**config.mk**
```make
export PLATFORM = sky130hd
export DESIGN_NAME = stopwatch_counter
export DESIGN_NICKNAME = d
export VERILOG_FILES = /design/src/rtl/stopwatch_defs.sv /design/src/rtl/stopwatch_counter_bcd_digit.sv /design/src/rtl/stopwatch_counter.sv
export SDC_FILE = /design/constraint.sdc
export NUM_CORES = 1
export LEC_CHECK = 0
export BUFFER_PORTS_ARGS = -buffer_cell sky130_fd_sc_hd__buf_2
export CAP_MARGIN = 20
export CORE_MARGIN = 1
export CORE_UTILIZATION = 30
export CTS_BUF_LIST = sky130_fd_sc_hd__clkbuf_16
export CTS_CLUSTER_SIZE = 8
export DETAILED_ROUTE_END_ITERATION = 10
export GPL_TIMING_DRIVEN = 0
export HOLD_SLACK_MARGIN = 0.1
export PLACE_DENSITY = 0.48
export SYNTH_ARGS = -nofsm -noshare
export SYNTH_HDL_FRONTEND = slang
export SYNTH_SLANG_ARGS = --single-unit
```
**constraint.sdc**
```tcl
create_clock -name clk -period 2 [get_ports clk]
set_input_delay 0 -clock clk [delete_from_list [all_inputs] [get_ports clk]]
set_output_delay 0 -clock clk [all_outputs]
set_load 0.01 [all_outputs]
```
**src/rtl/stopwatch_defs.sv**
```systemverilog
// Shared definitions for the stopwatch: digit limits, default tick divider
// and the run-state codes.
package stopwatch_defs;

    localparam int TICK_DIV_DEFAULT = 1000000;

    localparam int SEC_ONES_MAX = 9;
    localparam int SEC_TENS_MAX = 5;
    localparam int MIN_ONES_MAX = 9;
    localparam int MIN_TENS_MAX = 5;

    typedef enum logic {
        STA_IDLE  = 1'b0,
        STA_COUNT = 1'b1
    } sta_t;

endpackage

```
**src/rtl/stopwatch_counter_bcd_digit.sv**
```systemverilog
// One BCD digit of the stopwatch cascade. The digit counts 0..MAX and raises
// carry in the cycle it is told to increment while at MAX.
module bcd_digit #(
    parameter int MAX = 9
) (
    input  logic       clk,
    input  logic       rst_n,
    input  logic       inc,
    input  logic       clr,
    output logic [3:0] q,
    output logic       carry
);

    localparam logic [3:0] MAX_Q = 4'(MAX);

    always_ff @(posedge clk or negedge rst_n) begin
        if (!rst_n) begin
            q <= 4'd0;
        end else if (clr) begin
            q <= 4'd0;
        end else if (q > MAX_Q) begin
            // Out-of-range digit recovers to 0 regardless of inc.
            q <= 4'd0;
        end else if (inc) begin
            q <= (q == MAX_Q) ? 4'd0 : q + 4'd1;
        end
    end

    assign carry = inc & (q == MAX_Q);

endmodule

```
**src/rtl/stopwatch_counter.sv**
```systemverilog
// MM:SS stopwatch: prescaler, four-digit BCD cascade, lap hold and
// registered run indicator.
//
//   state     | meaning
//   ----------+-------------------------------------------
//   STA_IDLE  | cnt_enable was low last edge (paused)
//   STA_COUNT | cnt_enable was high last edge (running)
module stopwatch_counter
    import stopwatch_defs::*;
#(
    parameter int TICK_DIV = TICK_DIV_DEFAULT
) (
    input  logic        clk,
    input  logic        rst_n,
    input  logic        cnt_enable,
    input  logic        clr,
    input  logic        lap,
    output logic [15:0] bcd_out,
    output logic        running,
    output logic        holding,
    output logic        wrap
);

    localparam int            PW         = (TICK_DIV > 2) ? $clog2(TICK_DIV) : 1;
    localparam logic [PW-1:0] PRESC_LAST = PW'(TICK_DIV - 1);

    sta_t          state;
    sta_t          state_nxt;
    logic [PW-1:0] presc;
    logic          tick;
    logic [3:0]    q_so, q_st, q_mo, q_mt;
    logic          c_so, c_st, c_mo, c_mt;
    logic [15:0]   live;
    logic [15:0]   lap_reg;
    logic          hold;

    always_ff @(posedge clk or negedge rst_n) begin
        if (!rst_n) begin
            state <= STA_IDLE;
        end else begin
            state <= state_nxt;
        end
    end

    always_comb begin
        state_nxt = STA_IDLE;
        if (cnt_enable) begin
            state_nxt = STA_COUNT;
        end
    end

    assign running = (state == STA_COUNT);

    assign tick = cnt_enable & (presc == PRESC_LAST);

    // Prescaler freezes while paused so the fractional second survives.
    always_ff @(posedge clk or negedge rst_n) begin
        if (!rst_n) begin
            presc <= '0;
        end else if (clr) begin
            presc <= '0;
        end else if (cnt_enable) begin
            presc <= tick ? '0 : presc + 1'b1;
        end
    end

    bcd_digit #(.MAX(SEC_ONES_MAX)) u_sec_ones (
        .clk(clk), .rst_n(rst_n), .inc(tick & ~clr), .clr(clr),
        .q(q_so), .carry(c_so)
    );

    bcd_digit #(.MAX(SEC_TENS_MAX)) u_sec_tens (
        .clk(clk), .rst_n(rst_n), .inc(c_so), .clr(clr),
        .q(q_st), .carry(c_st)
    );

    bcd_digit #(.MAX(MIN_ONES_MAX)) u_min_ones (
        .clk(clk), .rst_n(rst_n), .inc(c_st), .clr(clr),
        .q(q_mo), .carry(c_mo)
    );

    bcd_digit #(.MAX(MIN_TENS_MAX)) u_min_tens (
        .clk(clk), .rst_n(rst_n), .inc(c_mo), .clr(clr),
        .q(q_mt), .carry(c_mt)
    );

    assign live = {q_mt, q_mo, q_st, q_so};

    // Carry out of the top digit marks the 59:59 -> 00:00 edge.
    always_ff @(posedge clk or negedge rst_n) begin
        if (!rst_n) begin
            wrap <= 1'b0;
        end else if (clr) begin
            wrap <= 1'b0;
        end else begin
            wrap <= c_mt;
        end
    end

    always_ff @(posedge clk or negedge rst_n) begin
        if (!rst_n) begin
            hold    <= 1'b0;
            lap_reg <= 16'h0000;
        end else if (clr) begin
            hold <= 1'b0;
        end else if (lap) begin
            if (!hold) begin
                hold    <= 1'b1;
                lap_reg <= live;
            end else begin
                hold <= 1'b0;
            end
        end
    end

    assign holding = hold;
    assign bcd_out = hold ? lap_reg : live;

endmodule

```
==> results.ini, run 1 <==
[clocking]
clk_latency_ns=0.29
cts_tree=built
clockBufferDepth=2
clock_sinks=55
cts_root_buf=clkbuf_16
path_clk_slew_ns=0.07
htreeDepth=2
cts_buffers=5

[sta]
finClkSkew_ns=0.0130
slew_viol_final=0
tns_ns=-0.696
slew_headroom_pct=54.9
fin_ws_ns=-0.128
rsz0062_at_grt=yes
setup_violations=16
post-route-period-util_pct=106
worstMarginPinSlew_ns=0.672
finalCriticalPeriod_ns=2.13
hold_violations=0
fmax_mhz=470

[finish]
multiInputGateArea_um2=1410
largest_register_ffs=20
drive_above_1_share_pct=32.8
seqCellArea_um2=1380
instances_no_fill=407
fill_cells=897
fin_nets=304
area_delta_synth_final_pct=23.9
n_antenna_cell=0
fin_area_um2=3370

[drt]
wire_per_inst_um=13.6
drt_pass1_iterations=4
wl_um=5540
final_antenna_net_count=0
routed-via-count=1958
drt_first_iter_violations=78
via_per_inst=4.81
drc=0

[worst_setup_path]
r2r_cells=6
reg2reg_from=presc[10]
arrival_ns=2.32
crit_type=register to register
worstReg2RegEnd=u_min_ones.q[3]
worstPathMaxFanout=6
r2r_slack_ns=-0.13
crit_start=presc[10]
endpoint=u_min_ones.q[3]
cp-start-kind=register
crit_required_ns=2.19
endpoint_kind=register

[worst_hold_path]
hp-class=primary input to register

[yosys]
synth_flop_cell=dfrtp_1
postSynth.asyncResetShare_pct=100
yosys.area.top_type=dfrtp_1
synth.most_common_cell=dfrtp_1
synth_top_area_share_pct=50.6
yosysWarnings=0
ys_seq_elements=55
synth.distinct_cells=42
synth-edff-count=0
synth_area_leaders=dfrtp_1 (51%), mux2_2 (13%), xor2_1 (5.1%), nor2_1 (3.9%), xnor2_1 (2.9%)
syn_avg_cell_area_um2=10.8
ys_top_cells_by_count=dfrtp_1 (55), mux2_2 (31), nor2_1 (28)
syn_area_um2=2720
yosysSeqAreaShare_pct=50.6
synthCells=253

[power]
swShare_pct=23.3
pwr-share-clk_pct=40.2
p_sw_uw=501
combPwrFrac_pct=6.8
leakage_nw=1.52
power_frac_seq_pct=53.0
p_int_mw=1.65
max-vdd-ir-drop_mv=0.363
powerDensity_nw_per_um2=638

[global_route]
grtUsageTotal_pct=12.9
grt_overflow_total=0
antenna_found_initial=0
grt_max_degree=30
grt_pass1_wl_um=9910
first_global_vias=1968

[floorplan]
chipWidth_um=97.3
num_rows=34
die-area_um2=9460
floorplan.initialDensity_pct=31.1
boundaryPins=24
coreArea_um2=8760
die-height_um=97.3

[outcome]
status=complete, but fails checks
violations=negative setup slack

[placement]
gp_congestion=0.715
post_dp_cell_area_um2=3020
place_hpwl_um=3880
dp.cells=386
portBuffers=22

[flow_run]
maxCapViolCount=0

[cell usage in the layout, fill, tap and decap left out, drive strengths merged, types with 5 or more instances in the layout]
master / count
and3: 9
mux2: 31
nand3: 10
clkbuf: 11
nand2: 17
xnor2: 9
nor2: 28
nor3: 11
dfrtp: 55
inv: 5
nand4: 6
o21ai: 7
xor2: 16
buf: 38
[critical path, stage by stage (launching register included)]
cell and delay (ns):
dfrtp_1 0.42, nor4bb_4 0.31, nand4_1 0.21, or4b_4 0.64, buf_4 0.16, nor2b_1 0.12, o21a_1 0.16
[metrics by stage]
step | worst slack [ns] | utilization, % | power [mW] | hold WS [ns]
CTS | -0.155 | 37.9 | 2.19 | 0.165
detailed placement | -0.446 | 34.5 | 1.31 | 0.0617
global placement | -0.520 | 34.2 | 1.30 | 0.122
global route | -0.258 | 38.5 | 2.24 | 0.168
finish | -0.128 | 38.5 | 2.15 | 0.170
floorplan | -0.0380 | - | 1.24 | -0.296
[metal layers]
layer	routed length, um	GRT usage (%)	part of all wire, %
met3	136	2.73	2.5
met5	0	0	0
met2	2560	20.4	46
met4	51	3.39	0.92
met1	2790	18.0	50
[final cells by class]
class                           count  share of cell area, %
Sequential cell                    55                   40.9
Buffer                              8                   1.08
Clock buffer                        5                   3.71
Multi-Input combinational cell    185                   41.7
Inverter                            4                  0.445
Clock inverter                      3                  0.519
Tap cell                          108                   4.01
Timing Repair Buffer               39                   7.68
[worst min path at each step]
stage	slack (ns)	to	cells after the start	from
after global routing	0.17	presc[1]	4	cnt_enable
final	0.17	presc[1]	4	cnt_enable
after floorplan	-0.30	holding	0	rst_n
after CTS	0.17	presc[1]	4	cnt_enable
after global placement	0.12	running	1	cnt_enable
after detailed placement	0.06	running	1	rst_n
[cells by family after synthesis]
family | after synthesis | share of synthesized area, %
AND/OR/NAND/NOR | 106 | 21.0
adder cells (fa/ha/maj) | 1 | 0.459
multiplexers | 34 | 13.9
AO/OA/AOI/OAI | 17 | 3.86
other | 1 | 0.138
XOR/XNOR | 25 | 8.04
flip-flops | 55 | 50.6
buffers and inverters | 14 | 2.07
[what timing repair did]
item	4_1_cts	5_1_grt
hold buffers	3	0
setup buffers	9	3
hold endpoints to repair	28	0
setup endpoints to repair	29	25
resized for setup	12	11
pin swaps	6	7
[power groups by stage]
stage	logic (mW)	registers (mW)	clock network (mW)
final	0.146	1.14	0.864
after global routing	0.167	1.14	0.935
after CTS	0.154	1.14	0.892
after detailed placement	0.144	1.16	0
after global placement	0.138	1.16	0
after floorplan	0.0779	1.16	0
No activity file was read; power rests on OpenSTA's default activity.
==> run 2: changes to the inputs <==
--- a/config.mk
+++ b/config.mk
@@ -6,7 +6,6 @@
 export NUM_CORES = 1
 export LEC_CHECK = 0
 export BUFFER_PORTS_ARGS = -buffer_cell sky130_fd_sc_hd__buf_2
-export CAP_MARGIN = 20
 export CORE_MARGIN = 1
 export CORE_UTILIZATION = 30
 export CTS_BUF_LIST = sky130_fd_sc_hd__clkbuf_16
@@ -15,6 +14,7 @@
 export GPL_TIMING_DRIVEN = 0
 export HOLD_SLACK_MARGIN = 0.1
 export PLACE_DENSITY = 0.48
+export REMOVE_ABC_BUFFERS = 1
 export SYNTH_ARGS = -nofsm -noshare
 export SYNTH_HDL_FRONTEND = slang
 export SYNTH_SLANG_ARGS = --single-unit
==> run 2 against run 1 <==
- the run still ends with negative setup slack left
- design area down 0.30%
- critical endpoint is now u_min_ones.q[2]
- clock skew down 0.0069 ns
- clock power down 2%
- total power down 0.65%
- cell count down 0.98%
- critical path depth unchanged
- sequential power about the same
- highest routed layer unchanged
- largest cell class unchanged
- utilization down 0.11 points
- wire length up 2.8%
- global-route usage down 0.71 points
==> results.ini, run 2 (same netlist as run 1, synthesis figures left out) <==
[worst_setup_path]
crit_type=register to register  ; unchanged
worstPathMaxFanout=6  ; unchanged
reg2reg_from=presc[12]  ; was presc[10]
r2r_cells=6  ; unchanged
worstReg2RegEnd=u_min_ones.q[2]  ; was u_min_ones.q[3]
arrival_ns=2.25  ; was 2.32 ns
cp-start-kind=register  ; unchanged
crit_required_ns=2.17  ; was 2.19 ns
endpoint_kind=register  ; unchanged
r2r_slack_ns=-0.07  ; was -0.13 ns

[global_route]
grt_overflow_total=0  ; unchanged
grt_pass1_wl_um=9360  ; was 9910 um
first_global_vias=1877  ; was 1,968
grt_max_degree=56  ; was 30
grtUsageTotal_pct=12.2  ; was 12.9%
antenna_found_initial=0  ; unchanged

[finish]
fin_nets=300  ; was 304
drive_above_1_share_pct=34.9  ; was 32.8%
fin_area_um2=3360  ; was 3370 um^2
mostFrequentLayoutCells=dfrtp_1 (48), mux2_2 (31), nor2_1 (28), buf_2 (22)  ; was dfrtp_1 (52), mux2_2 (31), nor2_1 (27), buf_2 (24), nand2_1 (17)
area_delta_synth_final_pct=23.5  ; was 23.9%
fill_cells=890  ; was 897
n_antenna_cell=0  ; unchanged
largest_register_ffs=20  ; unchanged
mostFrequentLayoutCell=dfrtp_1  ; unchanged

[drt]
drt_first_iter_violations=49  ; was 78
wl_um=5700  ; was 5540 um
final_antenna_net_count=0  ; unchanged
wire_per_inst_um=14.1  ; was 13.6 um
via_per_inst=4.85  ; was 4.81
routed-via-count=1955  ; was 1,958
drc=0  ; unchanged
drt_pass1_iterations=4  ; unchanged

[placement]
place_hpwl_um=3560  ; was 3880 um
pre_cts_slack_ns=-0.814  ; was -0.446 ns
portBuffers=23  ; was 22
gp_congestion=0.746  ; was 0.715
post_dp_cell_area_um2=2960  ; was 3020 um^2

[clocking]
clk_latency_ns=0.29  ; about the same
cts_tree=built  ; unchanged
clock_sinks=55  ; unchanged
cts_root_buf=clkbuf_16  ; unchanged
path_clk_slew_ns=0.07  ; about the same
cts_buffers=5  ; unchanged
clockBufferDepth=2  ; unchanged
htreeDepth=2  ; unchanged

[floorplan]
die-height_um=97.3  ; unchanged
die-area_um2=9460  ; unchanged
floorplan.initialDensity_pct=31.1  ; unchanged
boundaryPins=24  ; unchanged
coreArea_um2=8760  ; unchanged
num_rows=34  ; unchanged
chipWidth_um=97.3  ; unchanged

[sta]
rsz0062_at_grt=yes  ; unchanged
slew_headroom_pct=53.1  ; was 54.9%
fmax_mhz=483  ; was 470 MHz
slew_viol_final=0  ; unchanged
setup_violations=7  ; was 16
worstMarginPinSlew_ns=0.704  ; was 0.672 ns
post-route-period-util_pct=104  ; was 106%
fin_ws_ns=-0.0724  ; was -0.128 ns
whs_ns=0.130  ; was 0.170 ns
finalCriticalPeriod_ns=2.07  ; was 2.13 ns
hold_violations=0  ; unchanged
finClkSkew_ns=0.00617  ; was 0.0130 ns

[outcome]
violations=negative setup slack  ; unchanged
status=complete, but fails checks  ; unchanged

[power]
leakage_nw=1.50  ; was 1.52 nW
max-vdd-ir-drop_mv=0.346  ; was 0.363 mV
powerDensity_nw_per_um2=636  ; was 638 nW/um^2

[flow_run]
maxCapViolCount=0  ; unchanged

[worst_hold_path]
hold_depth=3  ; was 4
holdCritStartpoint=cnt_enable  ; unchanged
hp-class=primary input to register  ; unchanged
min_to=presc[0]  ; was presc[1]

-- run 2: changes by cell type in the layout (fill, tap and decap cells not counted), sizes merged --
cell / previous run / this run
buf: 38 / 40
clkbuf: 11 / 5
-- run 2: how the worst max path moves through the flow --
| stage | startpoint | to | cells after the start |
|---|---|---|---|
| floorplan | holding | lap_reg[0] | 2 |
| global placement | holding | lap_reg[0] | 2 |
| detailed placement | presc[0] | presc[18] | 6 |
| CTS | presc[10] | u_min_tens.q[0] | 5 |
| global route | presc[1] | u_sec_tens.q[2] | 6 |
| finish | presc[12] | u_min_ones.q[2] | 6 |
-- run 2: final cells by class --
cell class | instances | area (um^2) | area share (%)
tap | 108 | 135 | 4.02
clock inverter | 3 | 16.3 | 0.484
clock buffer | 5 | 125 | 3.72
timing repair buffer | 43 | 283 | 8.41
sequential | 55 | 1390 | 41.2
multi-input combinational | 185 | 1400 | 41.7
inverter | 4 | 15.0 | 0.446
-- run 2: worst max-delay path, stage by stage (launching register included) --
cell	delay [ns]
dfrtp_1	0.43
nor4_2	0.31
nand4_1	0.20
or4b_4	0.57
buf_4	0.17
o21ai_1	0.19
a21oi_2	0.08
-- run 2: through the flow --
| stage | std cells | utilization, % | power, mW | setup TNS, ns |
|---|---|---|---|---|
| 5_1_grt | 403 | 38.4 | 2.24 | -0.868 |
| 3_5_place_dp | 376 | 33.7 | 1.30 | -11.99 |
| 4_1_cts | 392 | 36.6 | 2.17 | -0.724 |
| 3_3_place_gp | 375 | 33.5 | 1.29 | -32.90 |
| 2_1_floorplan | 244 | - | 1.23 | -8.52 |
| 6_report | 403 | 38.4 | 2.14 | -0.268 |
-- run 2: routing by layer --
layer  global-route usage (%)  routed length [um]  vias up
met2                     19.1                2710       27
met5                        0                   0        -
met4                     2.71                  28        0
met3                     2.73                 156        2
li1                         -                   -      961
met1                     17.2                2810      965
-- run 2: power by group --
group	internal [mW]	total, mW	leakage [nW]	switching, mW
clock network	0.459	0.850	0.0726	0.391
logic	0.0601	0.134	0.684	0.0735
registers	1.13	1.15	0.743	0.0260
total	1.65	2.14	1.50	0.490
-- run 2: what timing repair did --
item                                    CTS  global route
endpoints found under the setup margin   37            38
pin swaps                                11             7
buffers inserted                          5            11
cloned                                    0             0
endpoints found under the hold margin    58             0
hold buffers                              3             0
resized for setup                        10            17
